--- src/rtl/bcd_pkg.sv ---
// Shared types and constants for the sequential binary-to-BCD converter.
// Holds the FSM state enum, BCD digit type, digit-adjust constants and counter sizing.
package bcd_pkg;

    typedef enum logic [1:0] {
        IDLE  = 2'd0,
        SHIFT = 2'd1,
        DONE  = 2'd2
    } bcd_state_t;

    typedef logic [3:0] bcd_digit_t;

    localparam bcd_digit_t BCD_ADJ_THRESH = 4'd5;
    localparam bcd_digit_t BCD_ADJ_ADD    = 4'd3;

    // Width of a down-counter that must hold W_BIN-1; never narrower than one bit.
    function automatic int cnt_width(input int w_bin);
        return (w_bin <= 2) ? 1 : $clog2(w_bin);
    endfunction

endpackage

--- src/rtl/bin_to_bcd_seq_if.sv ---
// Valid/ready bus between a binary source, the BCD converter and the display driver.
// Optional BCD_BLANK_LEADING_ZERO_EN adds the blank_mask result signal.
interface bin_to_bcd_seq_if #(
    parameter int W_BIN    = 8,
    parameter int N_DIGITS = 3
);
    logic                    in_valid;
    logic                    in_ready;
    logic [W_BIN-1:0]        bin_in;
    logic                    out_valid;
    logic                    out_ready;
    logic [4*N_DIGITS-1:0]   bcd_out;
    logic                    overflow;
`ifdef BCD_BLANK_LEADING_ZERO_EN
    logic [N_DIGITS-1:0]     blank_mask;

    modport master (
        output in_valid, bin_in, out_ready,
        input  in_ready, out_valid, bcd_out, overflow, blank_mask
    );

    modport slave (
        input  in_valid, bin_in, out_ready,
        output in_ready, out_valid, bcd_out, overflow, blank_mask
    );
`else
    modport master (
        output in_valid, bin_in, out_ready,
        input  in_ready, out_valid, bcd_out, overflow
    );

    modport slave (
        input  in_valid, bin_in, out_ready,
        output in_ready, out_valid, bcd_out, overflow
    );
`endif

endinterface

--- src/rtl/bcd_digit_adj.sv ---
// Combinational double-dabble cell: a digit of 5 or more gets +3 before the shift.
module bcd_digit_adj
    import bcd_pkg::*;
(
    input  bcd_digit_t d_in,
    output bcd_digit_t d_out
);

    always_comb begin
        d_out = d_in;
        if (d_in >= BCD_ADJ_THRESH) begin
            d_out = d_in + BCD_ADJ_ADD;
        end
    end

endmodule

--- src/rtl/bin_to_bcd_seq.sv ---
// Sequential binary-to-BCD converter (shift-and-add-3), one input bit per clock.
// Optional macro BCD_BLANK_LEADING_ZERO_EN adds the registered leading-zero blank_mask.
//
// state | meaning
// IDLE  | in_ready=1, waiting for an input handshake
// SHIFT | one adjust+shift per cycle, W_BIN cycles total
// DONE  | out_valid=1, result held until out_ready
module bin_to_bcd_seq
    import bcd_pkg::*;
#(
    parameter int W_BIN    = 8,
    parameter int N_DIGITS = 3
) (
    input  logic              clk,
    input  logic              rst,
    bin_to_bcd_seq_if.slave   bus
);

    localparam int              CW       = cnt_width(W_BIN);
    localparam int              AW       = 4 * N_DIGITS;
    localparam logic [CW-1:0]   CNT_LOAD = CW'(W_BIN - 1);

    bcd_state_t         state_q, state_d;
    logic [AW-1:0]      acc_q, acc_d;
    logic [W_BIN-1:0]   sr_q, sr_d;
    logic [CW-1:0]      cnt_q, cnt_d;
    logic               ovf_acc_q, ovf_acc_d;
    logic [AW-1:0]      bcd_q, bcd_d;
    logic               ovf_q, ovf_d;

    logic [AW-1:0]      acc_adj;
    logic [AW-1:0]      acc_shift;
    logic               carry_out;

    // One adjust column, reused every SHIFT cycle.
    for (genvar g = 0; g < N_DIGITS; g++) begin : g_adj
        bcd_digit_adj u_adj (
            .d_in  (acc_q[4*g +: 4]),
            .d_out (acc_adj[4*g +: 4])
        );
    end

    // The bit leaving the top digit means the value needs more digits than we have.
    assign {carry_out, acc_shift} = {acc_adj, sr_q[W_BIN-1]};

`ifdef BCD_BLANK_LEADING_ZERO_EN
    logic [N_DIGITS-1:0] mask_q, mask_d;
    logic [N_DIGITS-1:0] mask_calc;
    logic                zero_above;

    // Digit 0 is never blanked so a zero value still shows one "0".
    always_comb begin
        mask_calc  = '0;
        zero_above = 1'b1;
        for (int i = N_DIGITS - 1; i >= 1; i--) begin
            zero_above   = zero_above & (acc_shift[4*i +: 4] == 4'd0);
            mask_calc[i] = zero_above;
        end
    end
`endif

    always_comb begin
        state_d   = state_q;
        acc_d     = acc_q;
        sr_d      = sr_q;
        cnt_d     = cnt_q;
        ovf_acc_d = ovf_acc_q;
        bcd_d     = bcd_q;
        ovf_d     = ovf_q;
`ifdef BCD_BLANK_LEADING_ZERO_EN
        mask_d    = mask_q;
`endif
        case (state_q)
            IDLE: begin
                if (bus.in_valid) begin
                    sr_d      = bus.bin_in;
                    acc_d     = '0;
                    ovf_acc_d = 1'b0;
                    cnt_d     = CNT_LOAD;
                    state_d   = SHIFT;
                end
            end
            SHIFT: begin
                acc_d     = acc_shift;
                sr_d      = sr_q << 1;
                ovf_acc_d = ovf_acc_q | carry_out;
                if (cnt_q == '0) begin
                    // Output register only changes here, so the display never sees partial sums.
                    state_d = DONE;
                    bcd_d   = acc_shift;
                    ovf_d   = ovf_acc_q | carry_out;
`ifdef BCD_BLANK_LEADING_ZERO_EN
                    mask_d  = mask_calc;
`endif
                end else begin
                    cnt_d = cnt_q - CW'(1);
                end
            end
            DONE: begin
                if (bus.out_ready) begin
                    state_d = IDLE;
                end
            end
            default: begin
                state_d = IDLE;
            end
        endcase
    end

    always_ff @(posedge clk) begin
        if (rst) begin
            state_q   <= IDLE;
            acc_q     <= '0;
            sr_q      <= '0;
            cnt_q     <= '0;
            ovf_acc_q <= 1'b0;
            bcd_q     <= '0;
            ovf_q     <= 1'b0;
`ifdef BCD_BLANK_LEADING_ZERO_EN
            mask_q    <= '0;
`endif
        end else begin
            state_q   <= state_d;
            acc_q     <= acc_d;
            sr_q      <= sr_d;
            cnt_q     <= cnt_d;
            ovf_acc_q <= ovf_acc_d;
            bcd_q     <= bcd_d;
            ovf_q     <= ovf_d;
`ifdef BCD_BLANK_LEADING_ZERO_EN
            mask_q    <= mask_d;
`endif
        end
    end

    assign bus.in_ready  = (state_q == IDLE);
    assign bus.out_valid = (state_q == DONE);
    assign bus.bcd_out   = bcd_q;
    assign bus.overflow  = ovf_q;
`ifdef BCD_BLANK_LEADING_ZERO_EN
    assign bus.blank_mask = mask_q;
`endif

endmodule

--- src/flat_wrapper.sv ---
// flat-port wrapper written by rule: the top's interface ports become plain ports
module bin_to_bcd_seq_flat import bcd_pkg::*;
#(
    parameter int W_BIN    = 8,
    parameter int N_DIGITS = 3
)
  (clk, rst, bus_in_valid, bus_bin_in, bus_out_ready, bus_in_ready, bus_out_valid, bus_bcd_out, bus_overflow);
  bin_to_bcd_seq_if #(.W_BIN(W_BIN), .N_DIGITS(N_DIGITS)) bus_i ();
  input  logic clk;
  input  logic rst;
  input wire logic [$bits(bus_i.in_valid)-1:0] bus_in_valid;
  input wire logic [$bits(bus_i.bin_in)-1:0] bus_bin_in;
  input wire logic [$bits(bus_i.out_ready)-1:0] bus_out_ready;
  output wire logic [$bits(bus_i.in_ready)-1:0] bus_in_ready;
  output wire logic [$bits(bus_i.out_valid)-1:0] bus_out_valid;
  output wire logic [$bits(bus_i.bcd_out)-1:0] bus_bcd_out;
  output wire logic [$bits(bus_i.overflow)-1:0] bus_overflow;
  assign bus_i.in_valid = bus_in_valid;
  assign bus_i.bin_in = bus_bin_in;
  assign bus_i.out_ready = bus_out_ready;
  assign bus_in_ready = bus_i.in_ready;
  assign bus_out_valid = bus_i.out_valid;
  assign bus_bcd_out = bus_i.bcd_out;
  assign bus_overflow = bus_i.overflow;
  bin_to_bcd_seq #(.W_BIN(W_BIN), .N_DIGITS(N_DIGITS)) u_core (.clk(clk), .rst(rst), .bus(bus_i));
endmodule
--- config.mk ---
export PLATFORM = sky130hd
export DESIGN_NAME = bin_to_bcd_seq_flat
export DESIGN_NICKNAME = d
export VERILOG_FILES = /design/src/rtl/bcd_pkg.sv /design/src/rtl/bin_to_bcd_seq_if.sv /design/src/rtl/bcd_digit_adj.sv /design/src/rtl/bin_to_bcd_seq.sv /design/src/flat_wrapper.sv
export SDC_FILE = /design/constraint.sdc
export NUM_CORES = 1
export LEC_CHECK = 0
export BUFFER_PORTS_ARGS = -buffer_cell sky130_fd_sc_hd__buf_2
export CORE_MARGIN = 2
export CORE_UTILIZATION = 30
export DETAILED_ROUTE_END_ITERATION = 12
export SYNTH_ARGS = -nofsm -noshare
export SYNTH_HDL_FRONTEND = slang
export SYNTH_SLANG_ARGS = --single-unit
export TNS_END_PERCENT = 30
--- constraint.sdc ---
create_clock -name clk -period 2.9 [get_ports clk]
set_input_delay 0.145 -clock clk [delete_from_list [all_inputs] [get_ports clk]]
set_output_delay 0.145 -clock clk [all_outputs]
set_load 0.01 [all_outputs]
==> impl_metrics.tcl <==
set metrics [dict create \
    synth_fa_ha_area_share_pct 5.548 \
    start_util_pct 30.84 \
    synth_top_family_by_area "compound AO/OA/AOI/OAI gates" \
    syn_area_per_cell_um2 8.674 \
    cp.arrival_ns 2.19 \
    hold_depth 3 \
    multi_input_area_um2 917.1 \
    post-route-util_pct 35.56 \
    synth_ff_type "dfxtp_1" \
    fin_total_pwr_mw 1.236 \
    synth-edff-count 0 \
    nets 250 \
    synth_cells 208 \
    portBuffers 26 \
    synthesis.area_um2 1804 \
    drtIter0Drc 72 \
    clk_pin_slew_ns 0.08 \
    holdPathEnd "u_core.state_q[1]" \
    status "finished clean" \
    startpoint "u_core.state_q[0]" \
    cts_buffer_depth 2 \
    final-max-slew-violation-count 0 \
    fillCellCount 602 \
    cts_root_buffer "clkbuf_8" \
    placement_rows 28 \
    max-vdd-ir-drop_v 0.0002994 \
    regArea_um2 780.7 \
    dr_total_vias 1504 \
    cts.sink_count 39 \
    dp_hpwl_um 2626 \
    path_max_fanout 20 \
    finClkSkew_ns 0.008629 \
    timing.rr.start "u_core.state_q[0]" \
    cts_setup_buffers 0 \
    drtAntennaViolNets 0 \
    synth_xor_xnor_area_share_pct 1.456 \
    drt_wl_total_um 3898 \
    yosys_warnings 0 \
    worstPathRequired_ns 3.11 \
    gp_congestion 0.7792 \
    die_area_um2 6650 \
    worst_slew_pin_slew_ns 0.7135 \
    grt_start_max_net_pins 21 \
    fp.dieW_um 81.55 \
    drtPass1Iterations 4 \
    fin_setup_tns_ns 0 \
    routed_via_density 4.915 \
    layout-drive-gt1-share_pct 18.61 \
    clk_latency_ns 0.29 \
    antenna_found_initial 0 \
    reg2regPathDepth 4 \
    post_cts_resize_count 0 \
    postLayoutCellArea_um2 2081 \
    wl_per_cell_um 12.74 \
    yosys.area_share.simple_pct 18.45 \
    hold_viol 0 \
    max-cap-violations 0 \
    yosysUniqueCellTypes 36 \
    period_share_pct 68.37 \
    grt_use_total_pct 12.43 \
    die_y_um 81.55 \
    area_growth_pct 15.33 \
    diodes 0 \
    cts_hold_buf 0 \
    cts_buffers 5 \
    post-route-min-period_ns 1.983 \
    hold-worst-slack_ns 0.1125 \
    synth-async-reset-ratio_pct 0 \
    hold_path.startpoint "bus_out_ready" \
    synth_mux_area_share_pct 1.872 \
    report.final.setup_viol 0 \
    synth_nets 228 \
    synth_compound_gate_area_share_pct 23.51 \
    grt_first_pass_wirelength_um 6451 \
    slew_headroom_pct 52.43 \
    grt_pass1_vias 1361 \
    p_leak_nw 0.8145 \
    grt_setup_unrepaired "false" \
    ff2ff_setup_slack_ns 0.92 \
    p_per_area_nw_per_um2 594.2 \
    h-tree-depth 2 \
    ys_ff_latch 39 \
    max_freq_mhz 504.3 \
    hp-class "input pin to flop" \
    r2r_end "u_core.bus.bcd_out[1]" \
    yosysSeqAreaShare_pct 43.27 \
    cts_tree "built" \
    start_kind "flop" \
    grt-ovfl-total 0 \
    endpoint_kind "flop" \
    coreArea_um2 5851 \
    place_area_um2 1963 \
    drc 0 \
    path_class "flop to flop" \
    ios 27 \
]
-- cells in the final DEF, fill, tap and decap left out, drive strengths merged, types with 2 or more instances in the layout --
master	Yosys	final
a211oi	2	2
a21oi	19	19
a22oi	2	2
a311oi	7	7
a32oi	3	3
buf	9	26
clkbuf	2	6
dfxtp	39	39
ha	8	8
inv	11	11
mux2	3	3
nand2	31	31
nand2b	5	5
nor2	16	16
nor2b	4	4
nor3b	6	6
o21ai	18	18
o21bai	2	2
o22ai	5	5
o31ai	3	3
xnor2	3	3
-- sequential cells by signal, indices dropped and copies added, names as in the netlist --
signal / flops
u_core.sr_q: 8
u_core.cnt_q: 3
u_core.state_q: 2
u_core.acc_q: 12
u_core.bus.bcd_out: 12
u_core.ovf_acc_q: 1
u_core.bus.overflow: 1
-- synthesized netlist by cell type (4+ instances only) --
master	number	area, µm²
nor3b_1	6	45.04
buf_2	4	20.02
dfxtp_1	39	780.8
nand2b_1	4	25.02
o21ai_0	18	90.09
buf_4	5	37.54
a311oi_1	7	61.31
ha_1	8	100.1
o22ai_1	5	31.28
nand2_1	30	112.6
inv_1	11	41.29
nor2_1	15	56.30
a21oi_1	19	95.09
-- logic make-up (layout without fill, tap and decap cells) --
group	count (synthesis)	count (layout)
AO/OA/AOI/OAI	67	67
AND/OR/NAND/NOR	66	66
flip-flops	39	39
buffers and inverters	22	45
adder cells (fa/ha/maj)	8	8
XOR/XNOR	3	3
multiplexers	3	3
-- how the worst max path moves through the flow --
| stage | to | slack, ns | depth (start not counted) |
|---|---|---|---|
| 2_1_floorplan | u_core.bus.bcd_out[2] | 1.44 | 6 |
| 3_3_place_gp | u_core.bus.bcd_out[9] | 0.99 | 4 |
| 3_5_place_dp | u_core.bus.bcd_out[6] | 0.95 | 4 |
| 4_1_cts | u_core.bus.bcd_out[1] | 0.91 | 4 |
| 5_1_grt | u_core.bus.bcd_out[7] | 0.66 | 4 |
| 6_report | u_core.bus.bcd_out[1] | 0.92 | 4 |
-- cell type report --
cell class | instances | share of cell area (%)
multi-input combinational | 147 | 44.08
clock buffer | 6 | 3.969
sequential | 39 | 37.52
clock inverter | 2 | 1.684
tap | 75 | 4.510
timing repair buffer | 26 | 6.254
inverter | 11 | 1.984
-- worst max-delay path: stages (launching register included) --
cell and delay, ns:
dfxtp_1 0.52, nor2b_4 0.41, and2_1 0.65, nand2_4 0.12, o22ai_1 0.19
-- through the flow --
step,std cells,setup slack (ns)
2_1_floorplan,208,1.440
3_3_place_gp,298,0.9868
3_5_place_dp,298,0.9475
4_1_cts,306,0.9109
5_1_grt,306,0.6634
6_report,306,0.9172
-- report_power, final --
group | internal, mW | leakage (nW) | switching, mW | total, mW
logic | 0.0635 | 0.435 | 0.104 | 0.168
clock network | 0.279 | 0.0612 | 0.196 | 0.475
registers | 0.569 | 0.318 | 0.0248 | 0.594
total | 0.911 | 0.815 | 0.325 | 1.24
-- metal layers --
metal  part of all wire, %  GRT usage (%)  vias to the layer above
met1                    51          16.88                      697
li1                      -              -                      773
met2                    43          19.43                       30
met3                   4.9          3.187                        4
met5                     0              0                        -
met4                  0.95          3.559                        0
Power figures use the tool's default switching activity.
